===== config.mk =====
export PLATFORM = sky130hd
export DESIGN_NAME = sec_cu_flat
export DESIGN_NICKNAME = d
export VERILOG_FILES = /design/src/rtl/sec_cu_if.sv /design/src/rtl/sec_cu.sv /design/src/flat_wrapper.sv
export SDC_FILE = /design/constraint.sdc
export NUM_CORES = 1
export LEC_CHECK = 0
export ABC_AREA = 1
export BUFFER_PORTS_ARGS = -buffer_cell sky130_fd_sc_hd__clkbuf_2
export CORE_MARGIN = 3
export CORE_UTILIZATION = 35
export CTS_CLUSTER_DIAMETER = 200
export DETAILED_ROUTE_END_ITERATION = 8
export SLEW_MARGIN = 20
export SYNTH_ARGS = -nofsm -noshare
export SYNTH_HDL_FRONTEND = slang
export SYNTH_SLANG_ARGS = --single-unit

===== constraint.sdc =====
create_clock -name clk -period 9.74 [get_ports clk]
set_input_delay 2.922 -clock clk [delete_from_list [all_inputs] [get_ports clk]]
set_output_delay 2.922 -clock clk [all_outputs]
set_load 0.1 [all_outputs]

===== src/rtl/sec_cu_if.sv =====
// Bundles the stopwatch control inputs and display/status outputs.
//   master: drives tick_1Hz, start_btn, lap_btn, clear; observes outputs
//   slave : the stopwatch itself
interface sec_cu_if;
  logic        tick_1Hz;
  logic        start_btn;
  logic        lap_btn;
  logic        clear;
  logic [16:0] seconds;
  logic [7:0]  disp_hh;
  logic [7:0]  disp_mm;
  logic [7:0]  disp_ss;
  logic        running;
  logic        lap_active;
  logic        overflow;

  modport master (
    output tick_1Hz, start_btn, lap_btn, clear,
    input  seconds, disp_hh, disp_mm, disp_ss, running, lap_active, overflow
  );

  modport slave (
    input  tick_1Hz, start_btn, lap_btn, clear,
    output seconds, disp_hh, disp_mm, disp_ss, running, lap_active, overflow
  );
endinterface


===== src/rtl/sec_cu.sv =====
// Count-up stopwatch with lap hold.
// Counts whole seconds from tick_1Hz while running, keeping a binary total
// and packed-BCD HH/MM/SS in lockstep. A lap freezes the displayed value
// while counting continues underneath.
//   clk, rst : system clock, asynchronous active-high reset
//   bus      : sec_cu_if.slave
//              in : tick_1Hz, start_btn, lap_btn, clear
//              out: seconds (binary), disp_hh/mm/ss (BCD), running,
//                   lap_active, overflow (sticky wrap flag)
module sec_cu #(
  parameter int unsigned MAX_SEC = 86399
) (
  input  logic     clk,
  input  logic     rst,
  sec_cu_if.slave  bus
);

  localparam logic [16:0] MAX_Q = 17'(MAX_SEC);

  typedef enum logic [1:0] {IDLE, RUN, LAP, PAUSE} state_t;

  state_t      state, state_n;
  logic        start_q, lap_q;
  logic [16:0] sec_q, sec_n;
  logic [7:0]  hh_q, mm_q, ss_q, hh_n, mm_n, ss_n;
  logic [7:0]  snap_hh, snap_mm, snap_ss, snap_hh_n, snap_mm_n, snap_ss_n;
  logic [7:0]  disp_hh_q, disp_mm_q, disp_ss_q, disp_hh_n, disp_mm_n, disp_ss_n;
  logic        ovf_q, ovf_n;
  logic        start_edge, lap_edge, counting;
  logic [8:0]  ss_inc, mm_inc, hh_inc;

  // Returns {carry, next}; rolls to 00 after 'top', low digit rolls 9->0.
  function automatic logic [8:0] bcd_inc(input logic [7:0] v, input logic [7:0] top);
    logic [8:0] r;
    if (v == top)
      r = {1'b1, 8'h00};
    else if (v[3:0] == 4'd9)
      r = {1'b0, v[7:4] + 4'd1, 4'h0};
    else
      r = {1'b0, v[7:4], v[3:0] + 4'd1};
    return r;
  endfunction

  always_comb begin
    start_edge = bus.start_btn & ~start_q;
    // a start edge in the same clk swallows the lap edge
    lap_edge   = bus.lap_btn & ~lap_q & ~start_edge;
    // gated on the pre-transition state: a tick with a stop still counts,
    // a tick with a start from IDLE/PAUSE does not
    counting   = bus.tick_1Hz & ((state == RUN) | (state == LAP));

    ss_inc = bcd_inc(ss_q, 8'h59);
    mm_inc = bcd_inc(mm_q, 8'h59);
    hh_inc = bcd_inc(hh_q, 8'h23);

    state_n   = state;
    sec_n     = sec_q;
    hh_n      = hh_q;
    mm_n      = mm_q;
    ss_n      = ss_q;
    ovf_n     = ovf_q;
    snap_hh_n = snap_hh;
    snap_mm_n = snap_mm;
    snap_ss_n = snap_ss;

    if (counting) begin
      if (sec_q == MAX_Q) begin
        sec_n = '0;
        hh_n  = '0;
        mm_n  = '0;
        ss_n  = '0;
        ovf_n = 1'b1;
      end else begin
        sec_n = sec_q + 17'd1;
        ss_n  = ss_inc[7:0];
        if (ss_inc[8]) begin
          mm_n = mm_inc[7:0];
          if (mm_inc[8])
            hh_n = hh_inc[7:0];
        end
      end
    end

    case (state)
      IDLE: begin
        if (start_edge)
          state_n = RUN;
      end
      RUN: begin
        if (start_edge)
          state_n = PAUSE;
        else if (lap_edge) begin
          state_n   = LAP;
          snap_hh_n = hh_q;
          snap_mm_n = mm_q;
          snap_ss_n = ss_q;
        end
      end
      LAP: begin
        if (start_edge)
          state_n = PAUSE;
        else if (lap_edge)
          state_n = RUN;
      end
      PAUSE: begin
        if (start_edge)
          state_n = RUN;
        else if (lap_edge) begin
          state_n = IDLE;
          sec_n   = '0;
          hh_n    = '0;
          mm_n    = '0;
          ss_n    = '0;
          ovf_n   = 1'b0;
        end
      end
      default: state_n = IDLE;
    endcase

    // display mux is fed from next-state values so it lands on the same edge
    if (state_n == LAP) begin
      disp_hh_n = snap_hh_n;
      disp_mm_n = snap_mm_n;
      disp_ss_n = snap_ss_n;
    end else begin
      disp_hh_n = hh_n;
      disp_mm_n = mm_n;
      disp_ss_n = ss_n;
    end
  end

  always_ff @(posedge clk or posedge rst) begin
    if (rst) begin
      state     <= IDLE;
      start_q   <= 1'b0;
      lap_q     <= 1'b0;
      sec_q     <= '0;
      hh_q      <= '0;
      mm_q      <= '0;
      ss_q      <= '0;
      snap_hh   <= '0;
      snap_mm   <= '0;
      snap_ss   <= '0;
      disp_hh_q <= '0;
      disp_mm_q <= '0;
      disp_ss_q <= '0;
      ovf_q     <= 1'b0;
    end else begin
      start_q <= bus.start_btn;
      lap_q   <= bus.lap_btn;
      if (bus.clear) begin
        state     <= IDLE;
        sec_q     <= '0;
        hh_q      <= '0;
        mm_q      <= '0;
        ss_q      <= '0;
        snap_hh   <= '0;
        snap_mm   <= '0;
        snap_ss   <= '0;
        disp_hh_q <= '0;
        disp_mm_q <= '0;
        disp_ss_q <= '0;
        ovf_q     <= 1'b0;
      end else begin
        state     <= state_n;
        sec_q     <= sec_n;
        hh_q      <= hh_n;
        mm_q      <= mm_n;
        ss_q      <= ss_n;
        snap_hh   <= snap_hh_n;
        snap_mm   <= snap_mm_n;
        snap_ss   <= snap_ss_n;
        disp_hh_q <= disp_hh_n;
        disp_mm_q <= disp_mm_n;
        disp_ss_q <= disp_ss_n;
        ovf_q     <= ovf_n;
      end
    end
  end

  assign bus.seconds    = sec_q;
  assign bus.disp_hh    = disp_hh_q;
  assign bus.disp_mm    = disp_mm_q;
  assign bus.disp_ss    = disp_ss_q;
  assign bus.running    = (state == RUN) | (state == LAP);
  assign bus.lap_active = (state == LAP);
  assign bus.overflow   = ovf_q;

endmodule


===== src/flat_wrapper.sv =====
// flat-port wrapper written by rule: the top's interface ports become plain ports
module sec_cu_flat 
#(
  parameter int unsigned MAX_SEC = 86399
)
  (clk, rst, bus_tick_1Hz, bus_start_btn, bus_lap_btn, bus_clear, bus_seconds, bus_disp_hh, bus_disp_mm, bus_disp_ss, bus_running, bus_lap_active, bus_overflow);
  sec_cu_if bus_i ();
  input  logic clk;
  input  logic rst;
  input wire logic [$bits(bus_i.tick_1Hz)-1:0] bus_tick_1Hz;
  input wire logic [$bits(bus_i.start_btn)-1:0] bus_start_btn;
  input wire logic [$bits(bus_i.lap_btn)-1:0] bus_lap_btn;
  input wire logic [$bits(bus_i.clear)-1:0] bus_clear;
  output wire logic [$bits(bus_i.seconds)-1:0] bus_seconds;
  output wire logic [$bits(bus_i.disp_hh)-1:0] bus_disp_hh;
  output wire logic [$bits(bus_i.disp_mm)-1:0] bus_disp_mm;
  output wire logic [$bits(bus_i.disp_ss)-1:0] bus_disp_ss;
  output wire logic [$bits(bus_i.running)-1:0] bus_running;
  output wire logic [$bits(bus_i.lap_active)-1:0] bus_lap_active;
  output wire logic [$bits(bus_i.overflow)-1:0] bus_overflow;
  assign bus_i.tick_1Hz = bus_tick_1Hz;
  assign bus_i.start_btn = bus_start_btn;
  assign bus_i.lap_btn = bus_lap_btn;
  assign bus_i.clear = bus_clear;
  assign bus_seconds = bus_i.seconds;
  assign bus_disp_hh = bus_i.disp_hh;
  assign bus_disp_mm = bus_i.disp_mm;
  assign bus_disp_ss = bus_i.disp_ss;
  assign bus_running = bus_i.running;
  assign bus_lap_active = bus_i.lap_active;
  assign bus_overflow = bus_i.overflow;
  sec_cu #(.MAX_SEC(MAX_SEC)) u_core (.clk(clk), .rst(rst), .bus(bus_i));
endmodule

Word-level counts from Yosys, hierarchy flattened
Cells that the tools add are included.

Register bits after elaboration: 94. Input port bits: 6. Output and inout bits: 44. Word-level logic and storage cells: 107.

Add/sub/neg operators: 7. Equality and inequality tests: 11. Multiplexer cells: 66. Bitwise logic cells: 8. Reduce and logical (&&, ||, !) cells: 1.

Operators by type and width (count): $mux 8 (43); $mux 17 (6); $add 4x1->4 const B (6); $mux 9 (2); $add 17x1->17 const B (1); $eq 17x17->1 const B (1); $eq 8x7->1 const B (2); $mux 2 (8); $eq 4x4->1 const B (3); $eq 8x6->1 const B (1); $pmux 2 s4 (1); $eq 2x2->1 const B (3); $mux 1 (6); $and 1x1->1 (4); $not 1->1 (3); $eq 2x1->1 const B (1); $logic_not 2->1 (1); $or 1x1->1 (1).

Longest topological paths before layout
Depth after elaboration: 12. Depth in mapped cells: 13. Gate-level depth less buffers: 12.

Worst setup path before layout
OpenSTA, ideal clock, no wires.

Path type: register to output. Start: register u_core.state[0]. End: output bus_running. Data arrival time: 1346 ps. Required time: 6818 ps. Setup slack: 5472 ps. Cell stages (with the launch flop): 3. Buffers on the path: 0. Cells stage by stage: dfrtp_1 inv_1 ha_1.

Cells in the longest elaborated chain, start to end: 2.

RTL lines: start, declared (line sec_cu.sv:22) `state_t state, state_n;`; start signal, assigned (line sec_cu.sv:165) `state <= state_n;`; $eq 2x1->1 or $eq 2x2->1 (tied branches) (line sec_cu.sv:185) `assign bus.running = (state == RUN) | (state == LAP);`; $or 1x1->1 * (line sec_cu.sv:185); end, declared (line flat_wrapper.sv:18) `output wire logic [$bits(bus_i.running)-1:0] bus_running;`.

Mark *: on every way between the ends. The rest lies on a longest branch, timed or not.

Final worst setup path
Start: register u_core.state[1]. End: output bus_running.

The elaborated chain is that of the path after synthesis.

==> run metrics <==
Worst Setup SP u_core.state[1]; first-pass GRT wire length 19100 um; hold depth 2; Synth Flop Type dfrtp_1; Setup crit end kind primary output; Vias 4043; RSZ-0062 raised after global routing no; Row Count 42; Comb power frac 0.086; Clock Path Buffers 2; post-CTS sizing 0; post-synthesis adder-cell area fraction 0.0430; Max stage delay on crit path 480 ps; P_int 606 uW; count of final max-slew check failures 0; commonest cells after routing, fill and taps aside 120 x nand2_1, 94 x nor2_1, 94 x dfrtp_1; YS warnings 0; sequential fraction of the synthesis area 0.475; Seq pwr share 0.499; utilization after layout 0.412; Chip Width 125 um; largest family of logic cells by synthesized area simple AND/OR/NAND/NOR gates; Hold Crit Start u_core.snap_ss[6]; EDFF count, synth 0; Root Buffer clkbuf_16; die footprint 15600 um^2; Final Hold Slack ~520 ps; I/O pin cnt 50; number of global-route vias before repair 3994; Synth Net Count 625; fraction of registers with async set/reset 1.00; Final Hold Violating Endpoints 0; Placer Congestion 0.869; critical path data arrival time 1650 ps; Final HPWL DP 7670 um; worst rel slew slack 0.401; GRT Overall Usage 0.148; drt wl/cell 13.6 um; commonest non-fill, non-tap cell in the layout nand2_1; CP Class reg -> out; syn_area_per_cell 8.22 um^2; max-cap violation count 0; synthesized flop and latch total 94; Compound-Gate Fraction of Synth Area 0.0936; R2R Path Start u_core.state[0]; Sink Count 94; Cell Pwr Density 144 nW/um^2; Synth Area in XOR/XNOR 0.0195; Crit Path Max Fanout 5; f_max 0.219 GHz; Netlist cell types 42; Netlist Area Pre-Place 4950 um^2; Leak Pwr around 2.8 nW; n_diodes 0; gr ovfl total 0; Via density 4.91; DRC Markers 0; Worst Path Required 6820 ps; Synth Instances between 600 and 700; minimum clock period 4580 ps; worst path cell trace inv_1 -> ha_1 -> clkbuf_2; actual slew at the worst max-slew pin 896 ps; first drt pass iteration count 5; share of cells above drive strength 1 0.156; clk slew on worst S/H paths approximately 60 ps; pin count of the biggest net entering global routing 55; final worst path period share 0.470; final net count ~670; final setup margin 5160 ps; CTS tree built; Worst path slowest cell clkbuf_2; Post-CTS Setup Inserts 0; worst-skew pair later-pin latency between 300 and 400 ps; R2R depth 11; Tightest Hold Check Type reg -> reg; skew final 7.64 ps; Chip Height 125 um; area grow syn2layout 13.0%; cts hold-fix bufs 0; Post-Place Setup Slack 4960 ps; Port Buffer Count 49; H-Tree Depth 3; Post-Route WL 11200 um; Power Total 804 uW; initial antenna violation count 0; Iteration-0 DRC Markers 261; clock share of power 0.415; post-synthesis simple-gate area fraction 0.287; mux cell area share after synthesis 0.00607; final setup TNS 0 ps; core area about 14000 um^2; cts bufs inserted 9; status finished clean; # setup viols final 0; Sw Pwr slightly below 200 uW; CP Launch Type flop; Antenna Nets Post-Route 0; sw frac 0.245; Initial Util 0.365; Max VDD drop approximately 79 uV
cells in the mapped netlist, types with 2 or more instances:
| cell type | instances | area [um^2] |
|---|---|---|
| a21oi_1 | 37 | 185 |
| buf_2 | 5 | 25.0 |
| buf_4 | 3 | 22.5 |
| buf_6 | 3 | 33.8 |
| clkbuf_1 | 7 | 26.3 |
| dfrtp_1 | 94 | 2350 |
| ha_1 | 17 | 213 |
| inv_1 | 63 | 236 |
| inv_2 | 4 | 15.0 |
| mux2i_1 | 3 | 30.0 |
| nand2_1 | 120 | 450 |
| nand2_2 | 4 | 25.0 |
| nand2_4 | 5 | 56.3 |
| nand3_1 | 36 | 180 |
| nand3_2 | 4 | 40.0 |
| nand3_4 | 3 | 52.6 |
| nand4_1 | 9 | 56.3 |
| nor2_1 | 94 | 353 |
| nor2_2 | 6 | 37.5 |
| nor2_4 | 2 | 22.5 |
| nor2_8 | 2 | 40.0 |
| nor3_1 | 8 | 40.0 |
| nor3_2 | 2 | 20.0 |
| nor3b_1 | 2 | 15.0 |
| o211ai_1 | 3 | 22.5 |
| o21ai_0 | 40 | 200 |
| o21ai_1 | 2 | 10.0 |
| xor2_1 | 10 | 87.6 |
power by group through the flow:
stage	Clock, mW	Combinational [mW]	Sequential [mW]
6_report	0.334	0.0690	0.401
5_1_grt	0.361	0.0760	0.401
4_1_cts	0.344	0.0702	0.401
3_5_place_dp	0	0.0701	0.408
3_3_place_gp	0	0.0689	0.408
2_1_floorplan	0	0.0406	0.423
path summary, 6_finish.rpt:
path	end	slack, ps
max	bus_running	5160
min	u_core.snap_ss[6]	520
max reg2reg	u_core.bus.disp_hh[4]	7290
min reg2reg	u_core.snap_ss[6]	520
max in group asynchronous	u_core.hh_q[4]	6070
min in group asynchronous	u_core.bus.seconds[0]	2620
cells by family (layout without fill, tap and decap cells):
group,after synthesis,in the layout
compound gates,88,88
xor+xnor,11,11
fa+ha+maj,17,17
buf+inv,88,134
flops,94,94
mux,3,3
simple gates,301,301
flip-flops by register name (all words and copies together) (netlist names), 2 cells and up:
register and count:
u_core.bus.disp_hh 8, u_core.bus.disp_mm 8, u_core.bus.disp_ss 8, u_core.bus.seconds 17
u_core.hh_q 8, u_core.mm_q 8, u_core.snap_hh 8, u_core.snap_mm 8
u_core.snap_ss 8, u_core.ss_q 8, u_core.state 2
through the flow:
stage	cells	instance area (um^2)
after floorplan	602	4950
after global placement	810	5320
after detailed placement	810	5320
after CTS	824	5590
after global routing	824	5590
final	824	5590
critical path: cells and delay by family, from the launching register on:
kind,cells,cell delay (ps)
adder cells (fa/ha/maj),1,340
buffers and inverters,2,560
flip-flops,1,420
final cells by class:
cell class | count | area [um^2]
timing repair buffer | 51 | 260
fill | 1363 | 7970
sequential | 94 | 2350
multi-input combinational | 420 | 2220
clock inverter | 2 | 35.0
tap | 176 | 220
inverter | 69 | 265
clock buffer | 12 | 236
per-layer routing:
layer	vias to the layer above	global-route usage	share of wire
met5	-	0	0
li1	2014	-	-
met3	17	0.0253	0.042
met4	0	0.0676	0.023
met1	1918	0.195	0.47
met2	94	0.239	0.47
Power figures use the tool's default switching activity.
